--- src/rtl/up_down_mod_counter.sv ---
// ============================================================================
// up_down_mod_counter : prescaled modulo-(MAX_VAL+1) up/down counter with
// wrap/saturate boundary, parallel load, terminal-count pulse, sticky overflow.
// Rev 1.0
// ============================================================================
`default_nettype none

module up_down_mod_counter #(
  parameter int          WIDTH    = 4,
  parameter int unsigned MAX_VAL  = int'((64'd1 << WIDTH) - 64'd1),
  parameter int          PRESCALE = 1
) (
  input  logic             clock,
  input  logic             reset,
  input  logic             enable,
  input  logic             up_down,
  input  logic             sat_mode,
  input  logic             load,
  input  logic [WIDTH-1:0] load_value,
  input  logic             clear_ovf,
  output logic [WIDTH-1:0] count_out,
  output logic             tc,
  output logic             ovf
);

  localparam logic [WIDTH-1:0] c_MAX = MAX_VAL[WIDTH-1:0];
  localparam logic [WIDTH-1:0] c_ONE = WIDTH'(1);

  logic [WIDTH-1:0] r_count;
  logic             r_tc;
  logic             r_ovf;

  logic             w_pre_done;
  logic             w_step;
  logic             w_at_top;
  logic             w_at_bot;
  logic             w_boundary;
  logic [WIDTH-1:0] w_next;
  logic [WIDTH-1:0] w_load_val;

  // Prescaler exists only when more than one enabled cycle makes a step.
  if (PRESCALE > 1) begin : g_prescaler
    localparam int              c_PW       = $clog2(PRESCALE);
    localparam logic [c_PW-1:0] c_PRE_LAST = c_PW'(PRESCALE - 1);
    localparam logic [c_PW-1:0] c_PRE_ONE  = c_PW'(1);

    logic [c_PW-1:0] r_pre;

    always_ff @(posedge clock) begin
      if (reset || load) begin
        r_pre <= '0;
      end else if (enable) begin
        r_pre <= (r_pre == c_PRE_LAST) ? '0 : r_pre + c_PRE_ONE;
      end
    end

    assign w_pre_done = (r_pre == c_PRE_LAST);
  end else begin : g_no_prescaler
    assign w_pre_done = 1'b1;
  end

  assign w_step     = enable && !load && w_pre_done;
  assign w_at_top   = (r_count == c_MAX);
  assign w_at_bot   = (r_count == '0);
  assign w_boundary = w_step && (up_down ? w_at_top : w_at_bot);
  assign w_load_val = (load_value > c_MAX) ? c_MAX : load_value;

  always_comb begin
    w_next = r_count;
    if (up_down) begin
      if (!w_at_top)     w_next = r_count + c_ONE;
      else if (!sat_mode) w_next = '0;
    end else begin
      if (!w_at_bot)     w_next = r_count - c_ONE;
      else if (!sat_mode) w_next = c_MAX;
    end
  end

  always_ff @(posedge clock) begin
    if (reset) begin
      r_count <= '0;
      r_tc    <= 1'b0;
      r_ovf   <= 1'b0;
    end else if (load) begin
      r_count <= w_load_val;
      r_tc    <= 1'b0;
    end else begin
      r_tc <= w_boundary;
      // A coincident boundary event outranks clear_ovf.
      if (w_boundary)     r_ovf <= 1'b1;
      else if (clear_ovf) r_ovf <= 1'b0;
      if (w_step)         r_count <= w_next;
    end
  end

  assign count_out = r_count;
  assign tc        = r_tc;
  assign ovf       = r_ovf;

endmodule

`default_nettype wire

--- config.mk ---
export PLATFORM = sky130hd
export DESIGN_NAME = up_down_mod_counter
export DESIGN_NICKNAME = d
export VERILOG_FILES = /design/src/rtl/up_down_mod_counter.sv
export SDC_FILE = /design/constraint.sdc
export NUM_CORES = 1
export LEC_CHECK = 0
export ABC_AREA = 0
export CAP_MARGIN = 10
export CORE_AREA = 2 2 39 41
export CTS_BUF_LIST = sky130_fd_sc_hd__clkbuf_4
export DETAILED_ROUTE_END_ITERATION = 7
export DIE_AREA = 0 0 41 43
export PLACE_DENSITY = 0.66
export SKIP_CTS_REPAIR_TIMING = 1
export SLEW_MARGIN = 30
export SYNTH_ARGS = -nofsm -noshare
export SYNTH_HDL_FRONTEND = slang
export SYNTH_SLANG_ARGS = --single-unit
--- constraint.sdc ---
create_clock -name clock -period 2.1 [get_ports clock]
set_clock_uncertainty 0.1 [all_clocks]
set_input_delay 0.63 -clock clock [delete_from_list [all_inputs] [get_ports clock]]
set_output_delay 0.63 -clock clock [all_outputs]
set_load 0.02 [all_outputs]
==> impl_results.md <==
* Drt first pass iters at 5
* Critical path class: flop to output port
* CTS root buf: clkbuf_4
* WP buf/inv at 1
* First-pass GRT wire length at 1860 um
* H-tree Lvls at 1
* Post-synth EDFFs at 0
* Hold depth at 2
* Total GRT Usage at 15.9%
* Share of layout cells above drive strength 1 at 18.1%
* Status: finished clean
* Initial Util at roughly a third
* Yosys warns at 0
* Syn nets at 73
* CTS Buf Count at 3
* Main area contributors after synthesis: dfxtp_1 25%, o21ai_0 6.3%, nor2_1 6.3%
* Final WL at 1170 um
* Slowest stage cell, crit path: clkdlybuf4s50_1
* CP top delay family: buffers and inverters
* Register area share after synthesis at 25.4%
* WL met2 at 560 um
* Synthesized area at 473 um^2
* Layout area overhead at 51.9%
* Total core area at 1380 um^2
* Yosys reg bits at 6
* HPWL after detailed placement at 923 um
* CTS tree: yes
* Initial antenna violation count at 0
* Commonest cells post-synth: 8 x nor2_1, 7 x inv_1, 6 x dfxtp_1, 6 x o21ai_0, 5 x a21oi_1
* Worst vdd ir at approximately 0.0004 V
* Class of the worst hold path: flop to flop
* CP required at 1.37 ns
* Crit end category: output port
* Min cycle time layout at 2.01 ns
* Worst slew margin at 77.8%
* Min Hold Slack at 0.372 ns
* FF-to-FF path depth at 6
* Post-route DRC violation count at 0
* Clk Latency, worst-skew pair at roughly 0.24 ns
* Ports at 17
* CTS clk-pin slew, worst paths at 0.04 ns
* Final Instance Area at 718 um^2
* Final Hold Fails at 0
* Top-area cell type share of the netlist area at about a quarter
* Vias per cell at 5.28
* Met3 WL at 98 um
* Number of DRC markers in iteration 0 at 12
* Final-report max-slew violation count at 0
* Mean post-synth cell area at 7.88 um^2
* TNS Setup at 0 ns
* Mapped Cells at 60
* Vias in the first global route at ~420
* Cell area after placement at 693 um^2
* Cell chain of the critical path: clkdlybuf4s50_1
* Routed length per instance at 11.8 um
* Die area at 1760 um^2
* GPL Wtd Cong at roughly 0.83
* Rows at 14
* DR top layer: met3
* Post-synth cell types at 27
* Ys flop type: dfxtp_1
* RSZ-0062 raised after global routing: no
* Via count at ~520
* Largest net degree at the start of global routing at 11
* Worst slew pin tran at approximately 0.33 ns
* Leakage at roughly 0.30 nW
* CP Max Fanout at 5
* WP depth at 1
* Final setup vio count at 0
* Die width at between 40 and 50 um
* Top-count cell post-synth: nor2_1
* Async SR Flop Fraction at 0%
* Clock sinks at 6
* WP data arrival at 1.28 ns
* Period utilization at between 90% and 100%
* Power per cell area at 519 nW/um^2
* PortBufs at 16
* WL met1 at 515 um
* Crit start category: flop
* Highest Clock Rate at a little under 500 MHz
* NumNets Final at approximately 100
* Total gr overflow at 0
* Die Ht at 43 um
* Max clock buf depth at 2
* CP max stage delay at between 0.6 and 0.7 ns
* Cell taking the most area after synthesis: dfxtp_1
* Max Cap Viol at 0
* Diode count at 0
* Post-detailed-route count of antenna-violating nets at 0
-- per-stage QoR --
stage	std cells	power (mW)	setup slack (ns)	util (%)
after global placement	96	0.269	-0.175	50.1
after CTS	99	0.378	0.0437	51.7
after detailed placement	96	0.270	-0.211	50.1
final	99	0.373	0.0896	51.9
after floorplan	60	0.206	0.209	-
after global routing	99	0.400	0.0372	51.9
-- metal layers --
layer  up-vias  track usage, %
met4         0            2.00
met5         -               0
met1       226            22.1
li1        268               -
met3         0            9.42
met2        29            21.6
-- power breakdown --
part | internal (mW) | switching (mW)
clock network | 0.0645 | 0.0400
logic | 0.0741 | 0.0655
registers | 0.122 | 0.00645
-- state kept, by name, summed over array words and instances, names as in the netlist --
signal,count
count_out,4
ovf,1
tc,1
-- final timing paths --
path                 from      endpoint  slack [ns]
min reg2reg           ovf           ovf        0.37
min                   ovf           ovf        0.37
max          count_out[1]  count_out[1]        0.09
max reg2reg  count_out[0]  count_out[2]        0.29
-- area by class of cell --
class | instances | area, um^2
Multi-Input combinational cell | 44 | 314
Clock buffer | 3 | 22.5
Fill cell | 133 | 666
Tap cell | 16 | 20.0
Sequential cell | 6 | 120
Inverter | 7 | 26.3
Timing Repair Buffer | 23 | 215
-- cells in the final DEF (no fill, tap or decap) --
cell and count:
inv_1 7, ha_1 2, nand4_1 2, mux2_2 1
nor4b_4 1, o32ai_2 1, nor2_1 8, nand2b_1 1
a21oi_1 5, o31a_1 1, and4_1 2, a31oi_1 2
dlymetal6s2s_1 1, and3_1 1, nor2b_1 1, xor2_1 1
clkbuf_4 3, o21ai_2 1, nor3_1 1, o21ai_0 6
buf_4 7, mux4_2 1, clkdlybuf4s50_1 15, o22ai_1 1
nand2_1 1, a311oi_1 2, nand3_1 2, dfxtp_1 6
-- kinds of logic after synthesis --
family / Yosys count / share of synthesized area (%)
and+or+nand+nor: 20 / 25.7
AOI/OAI and AO/OA: 19 / 26.5
buffers and inverters: 10 / 8.20
DFF: 6 / 25.4
muxes: 2 / 7.14
adders and majority gates: 2 / 5.29
xor gates and xnor gates: 1 / 1.85
Power figures use the tool's default switching activity.
